==> src/rtl/axis_stream_arbiter_pkg.sv <==
// Shared types for the two-port AXI-Stream packet arbiter.
// State encoding and source tags used by the FSM and the output stream.
package memctl_pkg;

   typedef enum logic [1:0] {
      IDLE,
      XFER_S01,
      XFER_S02
   } arb_state_t;

   localparam logic SRC_S01 = 1'b0;
   localparam logic SRC_S02 = 1'b1;

endpackage

==> src/rtl/axis_stream_arbiter_if.sv <==
// AXI-Stream bundle: data, strobes, valid/ready handshake and tlast.
// Source ports use slave, the merged output uses master.
interface axis_stream_arbiter_if #(
   parameter int DATA_WIDTH = 32
);
   localparam int STRB_WIDTH = DATA_WIDTH / 8;

   logic [DATA_WIDTH-1:0] tdata;
   logic [STRB_WIDTH-1:0] tstrb;
   logic                  tvalid;
   logic                  tlast;
   logic                  tready;

   modport master (
      output tdata,
      output tstrb,
      output tvalid,
      output tlast,
      input  tready
   );

   modport slave (
      input  tdata,
      input  tstrb,
      input  tvalid,
      input  tlast,
      output tready
   );

endinterface

==> src/rtl/axis_stream_arbiter_reg_slice.sv <==
// One-entry output register for the merged stream.
// Accepts a new beat whenever empty or draining in the same cycle.
module axis_reg_slice #(
   parameter int DATA_WIDTH = 32,
   parameter int STRB_WIDTH = DATA_WIDTH / 8
) (
   input  logic                  clk,
   input  logic                  rst_n,
   input  logic                  in_valid,
   input  logic [DATA_WIDTH-1:0] in_data,
   input  logic [STRB_WIDTH-1:0] in_strb,
   input  logic                  in_last,
   input  logic                  in_id,
   output logic                  in_ready,
   output logic                  out_valid,
   output logic [DATA_WIDTH-1:0] out_data,
   output logic [STRB_WIDTH-1:0] out_strb,
   output logic                  out_last,
   output logic                  out_id,
   input  logic                  out_ready
);

   assign in_ready = !out_valid || out_ready;

   always_ff @(posedge clk) begin
      if (!rst_n) begin
         out_valid <= 1'b0;
         out_data  <= '0;
         out_strb  <= '0;
         out_last  <= 1'b0;
         out_id    <= 1'b0;
      end else if (in_valid && in_ready) begin
         out_valid <= 1'b1;
         out_data  <= in_data;
         out_strb  <= in_strb;
         out_last  <= in_last;
         out_id    <= in_id;
      end else if (out_ready) begin
         out_valid <= 1'b0;
      end
   end

endmodule

==> src/rtl/axis_stream_arbiter.sv <==
// Two-port packet round-robin AXI-Stream arbiter with registered output.
// Optional per-port packet counters under AXIS_ARB_PKT_COUNT_EN.
module axis_stream_arbiter
   import memctl_pkg::*;
#(
   parameter int DATA_WIDTH = 32
) (
   input  logic                   axis_aclk,
   input  logic                   axis_aresetn,
   axis_stream_arbiter_if.slave   s01_axis,
   axis_stream_arbiter_if.slave   s02_axis,
   axis_stream_arbiter_if.master  m01_axis,
   output logic                   m01_axis_tid
`ifdef AXIS_ARB_PKT_COUNT_EN
   ,
   output logic [15:0]            pkt_cnt_s01,
   output logic [15:0]            pkt_cnt_s02
`endif
);

   localparam int STRB_WIDTH = DATA_WIDTH / 8;

   arb_state_t state_q, state_d;
   logic       last_grant_q, last_grant_d;

   logic                  sel_valid;
   logic [DATA_WIDTH-1:0] sel_data;
   logic [STRB_WIDTH-1:0] sel_strb;
   logic                  sel_last;
   logic                  sel_id;
   logic                  slice_ready;
   logic                  acc_s01;
   logic                  acc_s02;

   assign s01_axis.tready = (state_q == XFER_S01) && slice_ready;
   assign s02_axis.tready = (state_q == XFER_S02) && slice_ready;

   assign acc_s01 = s01_axis.tvalid && s01_axis.tready;
   assign acc_s02 = s02_axis.tvalid && s02_axis.tready;

   always_ff @(posedge axis_aclk) begin
      if (!axis_aresetn) begin
         state_q      <= IDLE;
         last_grant_q <= SRC_S02;
      end else begin
         state_q      <= state_d;
         last_grant_q <= last_grant_d;
      end
   end

   // Contention goes to whichever port did not win last time
   always_comb begin
      state_d      = state_q;
      last_grant_d = last_grant_q;
      unique case (state_q)
         IDLE: begin
            if (s01_axis.tvalid && s02_axis.tvalid) begin
               if (last_grant_q == SRC_S02) begin
                  state_d      = XFER_S01;
                  last_grant_d = SRC_S01;
               end else begin
                  state_d      = XFER_S02;
                  last_grant_d = SRC_S02;
               end
            end else if (s01_axis.tvalid) begin
               state_d      = XFER_S01;
               last_grant_d = SRC_S01;
            end else if (s02_axis.tvalid) begin
               state_d      = XFER_S02;
               last_grant_d = SRC_S02;
            end
         end
         XFER_S01: begin
            if (acc_s01 && s01_axis.tlast)
               state_d = IDLE;
         end
         XFER_S02: begin
            if (acc_s02 && s02_axis.tlast)
               state_d = IDLE;
         end
         default: state_d = IDLE;
      endcase
   end

   always_comb begin
      sel_valid = 1'b0;
      sel_data  = s01_axis.tdata;
      sel_strb  = s01_axis.tstrb;
      sel_last  = s01_axis.tlast;
      sel_id    = SRC_S01;
      unique case (1'b1)
         (state_q == XFER_S01): begin
            sel_valid = s01_axis.tvalid;
         end
         (state_q == XFER_S02): begin
            sel_valid = s02_axis.tvalid;
            sel_data  = s02_axis.tdata;
            sel_strb  = s02_axis.tstrb;
            sel_last  = s02_axis.tlast;
            sel_id    = SRC_S02;
         end
         default: ;
      endcase
   end

   axis_reg_slice #(
      .DATA_WIDTH (DATA_WIDTH),
      .STRB_WIDTH (STRB_WIDTH)
   ) u_slice (
      .clk       (axis_aclk),
      .rst_n     (axis_aresetn),
      .in_valid  (sel_valid),
      .in_data   (sel_data),
      .in_strb   (sel_strb),
      .in_last   (sel_last),
      .in_id     (sel_id),
      .in_ready  (slice_ready),
      .out_valid (m01_axis.tvalid),
      .out_data  (m01_axis.tdata),
      .out_strb  (m01_axis.tstrb),
      .out_last  (m01_axis.tlast),
      .out_id    (m01_axis_tid),
      .out_ready (m01_axis.tready)
   );

`ifdef AXIS_ARB_PKT_COUNT_EN
   logic [15:0] cnt_s01_q;
   logic [15:0] cnt_s02_q;

   always_ff @(posedge axis_aclk) begin
      if (!axis_aresetn) begin
         cnt_s01_q <= '0;
         cnt_s02_q <= '0;
      end else begin
         if (acc_s01 && s01_axis.tlast)
            cnt_s01_q <= cnt_s01_q + 16'd1;
         if (acc_s02 && s02_axis.tlast)
            cnt_s02_q <= cnt_s02_q + 16'd1;
      end
   end

   assign pkt_cnt_s01 = cnt_s01_q;
   assign pkt_cnt_s02 = cnt_s02_q;
`endif

endmodule

==> src/flat_wrapper.sv <==
// flat-port wrapper written by rule: the top's interface ports become plain ports
module axis_stream_arbiter_flat import memctl_pkg::*;
#(
   parameter int DATA_WIDTH = 32
)
  (axis_aclk, axis_aresetn, m01_axis_tid, s01_axis_tdata, s01_axis_tstrb, s01_axis_tvalid, s01_axis_tlast, s01_axis_tready, s02_axis_tdata, s02_axis_tstrb, s02_axis_tvalid, s02_axis_tlast, s02_axis_tready, m01_axis_tdata, m01_axis_tstrb, m01_axis_tvalid, m01_axis_tlast, m01_axis_tready);
  axis_stream_arbiter_if #(.DATA_WIDTH(DATA_WIDTH)) s01_axis_i ();
  axis_stream_arbiter_if #(.DATA_WIDTH(DATA_WIDTH)) s02_axis_i ();
  axis_stream_arbiter_if #(.DATA_WIDTH(DATA_WIDTH)) m01_axis_i ();
  input  logic axis_aclk;
  input  logic axis_aresetn;
  output logic m01_axis_tid;
  input wire logic [$bits(s01_axis_i.tdata)-1:0] s01_axis_tdata;
  input wire logic [$bits(s01_axis_i.tstrb)-1:0] s01_axis_tstrb;
  input wire logic [$bits(s01_axis_i.tvalid)-1:0] s01_axis_tvalid;
  input wire logic [$bits(s01_axis_i.tlast)-1:0] s01_axis_tlast;
  output wire logic [$bits(s01_axis_i.tready)-1:0] s01_axis_tready;
  input wire logic [$bits(s02_axis_i.tdata)-1:0] s02_axis_tdata;
  input wire logic [$bits(s02_axis_i.tstrb)-1:0] s02_axis_tstrb;
  input wire logic [$bits(s02_axis_i.tvalid)-1:0] s02_axis_tvalid;
  input wire logic [$bits(s02_axis_i.tlast)-1:0] s02_axis_tlast;
  output wire logic [$bits(s02_axis_i.tready)-1:0] s02_axis_tready;
  output wire logic [$bits(m01_axis_i.tdata)-1:0] m01_axis_tdata;
  output wire logic [$bits(m01_axis_i.tstrb)-1:0] m01_axis_tstrb;
  output wire logic [$bits(m01_axis_i.tvalid)-1:0] m01_axis_tvalid;
  output wire logic [$bits(m01_axis_i.tlast)-1:0] m01_axis_tlast;
  input wire logic [$bits(m01_axis_i.tready)-1:0] m01_axis_tready;
  assign s01_axis_i.tdata = s01_axis_tdata;
  assign s01_axis_i.tstrb = s01_axis_tstrb;
  assign s01_axis_i.tvalid = s01_axis_tvalid;
  assign s01_axis_i.tlast = s01_axis_tlast;
  assign s01_axis_tready = s01_axis_i.tready;
  assign s02_axis_i.tdata = s02_axis_tdata;
  assign s02_axis_i.tstrb = s02_axis_tstrb;
  assign s02_axis_i.tvalid = s02_axis_tvalid;
  assign s02_axis_i.tlast = s02_axis_tlast;
  assign s02_axis_tready = s02_axis_i.tready;
  assign m01_axis_tdata = m01_axis_i.tdata;
  assign m01_axis_tstrb = m01_axis_i.tstrb;
  assign m01_axis_tvalid = m01_axis_i.tvalid;
  assign m01_axis_tlast = m01_axis_i.tlast;
  assign m01_axis_i.tready = m01_axis_tready;
  axis_stream_arbiter #(.DATA_WIDTH(DATA_WIDTH)) u_core (.axis_aclk(axis_aclk), .axis_aresetn(axis_aresetn), .s01_axis(s01_axis_i), .s02_axis(s02_axis_i), .m01_axis(m01_axis_i), .m01_axis_tid(m01_axis_tid));
endmodule
==> config.mk <==
export PLATFORM = sky130hd
export DESIGN_NAME = axis_stream_arbiter_flat
export DESIGN_NICKNAME = d
export VERILOG_FILES = /design/src/rtl/axis_stream_arbiter_pkg.sv /design/src/rtl/axis_stream_arbiter_if.sv /design/src/rtl/axis_stream_arbiter_reg_slice.sv /design/src/rtl/axis_stream_arbiter.sv /design/src/flat_wrapper.sv
export SDC_FILE = /design/constraint.sdc
export NUM_CORES = 1
export LEC_CHECK = 0
export CAP_MARGIN = 0
export CORE_ASPECT_RATIO = 0.8
export CORE_MARGIN = 2
export CORE_UTILIZATION = 25
export DETAILED_ROUTE_END_ITERATION = 8
export RECOVER_POWER = 25
export SLEW_MARGIN = 10
export SYNTH_ARGS = -nofsm -noshare
export SYNTH_HDL_FRONTEND = slang
export SYNTH_SLANG_ARGS = --single-unit
==> constraint.sdc <==
create_clock -name axis_aclk -period 1.6 [get_ports axis_aclk]
set_input_delay 0.24 -clock axis_aclk [delete_from_list [all_inputs] [get_ports axis_aclk]]
set_output_delay 0.24 -clock axis_aclk [all_outputs]
set_load 0.01 [all_outputs]
# Yosys cells after proc, flatten, opt, wreduce, memory -nomap -nowiden
# Index checks and enable logic that the tools add are counted.
dict set report classes {
  n_eq_ne 5
  n_mux 18
  n_reduce_logical 15
}
# operator n
set op_table {}
lappend op_table {{32-bit 2-to-1 mux} 1}
lappend op_table {{2-bit 2-to-1 mux} 6}
lappend op_table {{1-bit logical AND} 8}
lappend op_table {{1-bit 2-to-1 mux} 8}
lappend op_table {{2-bit case mux with 3 select lines} 1}
lappend op_table {{4-bit 2-to-1 mux} 1}
lappend op_table {{4-bit by 3-bit != test with 1-bit output, second input constant} 1}
lappend op_table {{3-bit AND reduction} 1}
lappend op_table {{3-bit nonzero test} 1}
lappend op_table {{2-bit by 1-bit equality test with 1-bit output, second input constant} 1}
lappend op_table {{2-bit equality test, second input constant} 1}
lappend op_table {{2-bit logical NOT} 1}
lappend op_table {{2-bit by 1-bit != test with 1-bit output, second input constant} 1}
lappend op_table {{2-bit != test, second input constant} 1}
lappend op_table {{1-bit case mux with 2 select lines} 1}
lappend op_table {{2-bit AND reduction} 1}
lappend op_table {{2-bit nonzero test} 1}
lappend op_table {{1-bit logical NOT} 1}
lappend op_table {{1-bit logical OR} 1}
dict set report totals {
  regBits 42
  input_bits 79
  out_inout_bits 41
  elab_cells 45
}

# Longest topological paths before layout
dict set report logic_depth {
  depth_word 7
  ltp_mapped 8
  depth_no_buf 6
}

# Cells and area by module
# From an unflattened synthesis, not the netlist that was laid out.
dict set report unflattened {
  hier_cells 240
  area_unflattened_um2 2269.7
}
# module instances cells_each area_each_um2 seq_area_each_um2
set modules_own_cells {}
lappend modules_own_cells {axis_reg_slice 1 170 1565.3 780.7}
lappend modules_own_cells {axis_stream_arbiter 1 70 704.4 60.1}

# Worst setup path after synthesis
# OpenSTA, ideal clock, no wires.
dict set report synth_path {
  kind {reg-to-reg}
  start {register u_core.state_q[0]}
  end {register u_core.u_slice.out_data[0]}
  setup_time_ns 0.116
  arrival_time_ns 1.491
  setup_slack_ns -0.007
  path_stages_with_launch 8
  n_path_buf 2
  cell_sequence {dfxtp_1 -> inv_1 -> ha_1 -> a22o_1 -> and3_4 -> buf_12 -> buf_6 -> o211a_1}
}
dict set report synth_between {
  elab_chain_len 3
  elab_cells_between_ends 5
}
# item line_no
set synth_lines {}
lappend synth_lines {{start: declaration} axis_stream_arbiter.sv:23} ;# arb_state_t state_q, state_d;
lappend synth_lines {{start signal: assignment} axis_stream_arbiter.sv:46} ;# state_q <= state_d;
lappend synth_lines {{2-bit equality test / 2-bit by 1-bit equality test with 1-bit output (equally long branches)} {axis_stream_arbiter.sv:95, axis_stream_arbiter.sv:92}}
lappend synth_lines {{1-bit case mux with 2 select lines} axis_stream_arbiter.sv:91} ;# unique case (1'b1)
lappend synth_lines {{1-bit logical AND} axis_stream_arbiter_reg_slice.sv:32} ;# end else if (in_valid && in_ready) begin
lappend synth_lines {{end signal: assignment} axis_stream_arbiter_reg_slice.sv:34} ;# out_data <= in_data;
lappend synth_lines {{end: declaration} axis_stream_arbiter_reg_slice.sv:16} ;# output logic [DATA_WIDTH-1:0] out_data,
# Several ways; a longest one is shown, not always the timed one.
# A chain may end at the register's enable or synchronous reset.

# Final worst setup path
dict set report layout_path {
  start {register u_core.state_q[0]}
  end {register u_core.u_slice.out_data[12]}
}
# The elaborated chain is that of the path after synthesis.

==> impl_metrics.py <==
metrics = {
    "detailed_routing": {
        "drt_drc_violations_left": 0,
        "firstDrtPassIters": 4,
        "drt_iter0_drc": 35,
        "wl_per_cell_um": 13.5,
        "totalWireLength_um": 6000,
        "vias_per_cell": 4.41,
        "drtAntennaViolNets": 0,
        "vias": 1958,
    },
    "sta": {
        "skew_ns": 0.00350,
        "worst_pin_slew_ns": 0.257,
        "relSlewSlack_pct": 82.8,
        "setup_violations": 0,
        "setup_slack_ns": 0.00280,
        "fmax_ghz": 0.626,
        "holdWs_ns": 0.481,
        "tns_ns": 0,
        "period_needed_ns": 1.60,
        "slew_viol_final": 0,
        "grt_setup_unrepaired": "true",
        "fin_crit_sh_pct": 99.8,
        "hold_violations": 0,
    },
    "finish": {
        "finalNonFillerCells": 444,
        "final_util_pct": 45.3,
        "final_area_mm2": 0.00383,
        "nets": 415,
        "layout-drive-gt1-share_pct": 17.2,
        "syn2layout_area_growth_pct": 77.3,
        "diodes": 0,
    },
    "clocking": {
        "root_buffer": "clkbuf_8",
        "hold_buffers": 0,
        "cts_sinks": 42,
        "path_clk_slew_ns": 0.08,
        "cts_made_buffers": 5,
        "htreeDepth": 2,
        "cts.path.max_buffers": 2,
        "cts_tree": "done",
        "clk_latency_ns": 0.29,
    },
    "synthesis": {
        "synthTopCellsByArea": "dfxtp_1 39%, mux2i_1 18%, o211a_1 17%",
        "yosys_warnings": 0,
        "ys_seq_area_share_pct": 39.0,
        "synth_top_area_share_pct": 39.0,
        "synth_top_area_cell": "dfxtp_1",
        "synth_nets": 287,
        "synthCells": 204,
        "syn_area_mm2": 0.00216,
        "synth_cell_types": 25,
        "synth_area_per_cell_um2": 10.6,
        "synth_seq_cells": 42,
    },
    "min_path": {
        "worst_hold_startpoint": "u_core.u_slice.out_last$_SDFFE_PN0P_",
        "hp-class": "flop to flop",
    },
    "floorplanning": {
        "coreArea_mm2": 0.00845,
        "fp.dieW_um": 108,
        "initial_utilization_pct": 25.6,
        "ios": 120,
        "die_area_mm2": 0.00940,
        "die_h_um": 87.1,
        "rows": 30,
    },
    "critical_path": {
        "setup.worst_path.end_class": "flop",
        "critical-path-max-stage-delay_ns": 0.40,
        "cp.buffers_inverters": 2,
        "crit_start": "u_core.state_q[0]$_SDFFE_PN0P_",
        "r2r_start": "u_core.state_q[0]$_SDFFE_PN0P_",
        "crit_path_top_delay_cell": "dfxtp_4",
        "cp_data_required_time_ns": 1.79,
        "start_kind": "flop",
        "path_delay_family": "compound AO/OA/AOI/OAI gates",
        "worstPathMaxFanout": 8,
        "critPathKind": "flop to flop",
        "crit_arrival_ns": 1.78,
        "worstPathCellList": "inv_6 -> ha_4 -> a22o_4 -> and3_4 -> clkbuf_16 -> o211a_1",
    },
    "pwr": {
        "power.density_mw_per_mm2": 763,
        "peakVddDrop_uv": 305,
        "fin_total_pwr_mw": 2.92,
        "p_leak_nw": 1.82,
    },
    "grt": {
        "grt_overflow_total": 0,
        "grt_max_degree": 37,
        "antenna_found_initial": 0,
        "globalRouteTotalUtil_pct": 10.9,
        "grt_pass1_wl_um": 8180,
        "grt_pass1_vias": 1823,
    },
    "placement": {
        "dp.cells": 429,
        "dp_hpwl_um": 3990,
        "place_congestion": 0.788,
        "dp_slack_ns": -0.143,
        "numPortBuffers": 119,
        "place_area_mm2": 0.00348,
    },
    "job": {
        "max_cap_viol_count": 0,
    },
    "outcome": {
        "outcome": "finished, final reports clean",
    },
}
[Yosys cell counts]
cell and instances:
a21oi_1 2, a22o_1 1, a32o_1 2, and2_1 3, and3_1 1, and3_4 1, and4_1 1, buf_12 3
buf_2 3, buf_4 2, buf_6 4, clkbuf_1 6, dfxtp_1 42, ha_1 4, inv_1 3, mux2i_1 38
nand2_1 21, nand2_2 20, nand2b_1 1, nand3_1 1, nor2_1 1, nor2b_1 3, o2111a_1 1, o211a_1 37
o21ai_0 3
[final timing paths]
check | end | slack [ns] | depth (start not counted)
max | u_core.u_slice.out_data[12]$_SDFFE_PN0P_ | 0.003 | 6
min | u_core.u_slice.out_last$_SDFFE_PN0P_ | 0.48 | 1
max reg2reg | u_core.u_slice.out_data[12]$_SDFFE_PN0P_ | 0.003 | 6
min reg2reg | u_core.u_slice.out_last$_SDFFE_PN0P_ | 0.48 | 1
[sequential cells by signal, indices dropped and copies added, names as in the netlist]
signal,flops
u_core.u_slice.out_data,32
u_core.u_slice.out_id,1
u_core.last_grant_q,1
u_core.u_slice.out_last,1
u_core.u_slice.out_strb,4
u_core.u_slice.out_valid,1
u_core.state_q,2
[cells by family after synthesis]
logic type | synth area share, %
and+or+nand+nor | 13.1
buffers and inverters | 7.83
DFF | 39.0
AOI/OAI and AO/OA | 20.2
adders and majority gates | 2.32
muxes | 17.6
[cells in the final DEF (no fill, tap or decap), types with 2 or more instances in the layout]
cell type | Yosys | layout
buf_12 | 3 | 4
dfxtp_4 | 0 | 2
and2_1 | 3 | 3
clkbuf_16 | 0 | 5
buf_4 | 2 | 6
buf_6 | 4 | 3
o211a_1 | 37 | 37
clkdlybuf4s50_1 | 0 | 104
dlygate4sd3_1 | 0 | 13
a21oi_1 | 2 | 2
and3_4 | 1 | 2
ha_4 | 0 | 4
nand2_1 | 21 | 21
dfxtp_1 | 42 | 40
clkbuf_8 | 0 | 6
nor2b_1 | 3 | 3
o21ai_0 | 3 | 3
mux2i_1 | 38 | 38
nand2_2 | 20 | 20
a32o_1 | 2 | 2
[repair_timing]
action                                  in CTS  in global routing
cloned                                       0                  8
gates resized for setup                      7                 15
buffers inserted                             0                  0
endpoints found under the setup margin      39                 39
hold endpoints to repair                     0                  0
pin swaps                                    0                  4
[final cells by class]
type                            count  area, um2
Clock inverter                      1       30.0
Sequential cell                    42        848
Tap cell                          112        140
Inverter                            3       18.8
Multi-Input combinational cell    142       1220
Clock buffer                        6       82.6
Timing Repair Buffer              138       1490
Fill cell                         824       4620
[power by group]
part | switching [mW] | internal, mW
Combinational | 0.343 | 0.551
Sequential | 0.0495 | 1.12
Clock | 0.356 | 0.500
Total | 0.748 | 2.17
[metal layers]
metal / global-route usage [%] / vias to the layer above / wire length (um)
met3: 4.86 / 5 / 516
met4: 3.15 / 0 / 30
met1: 12.4 / 894 / 2740
met5: 0 / - / 0
met2: 18.5 / 69 / 2710
li1: - / 990 / -
No activity file was read; power rests on OpenSTA's default activity.
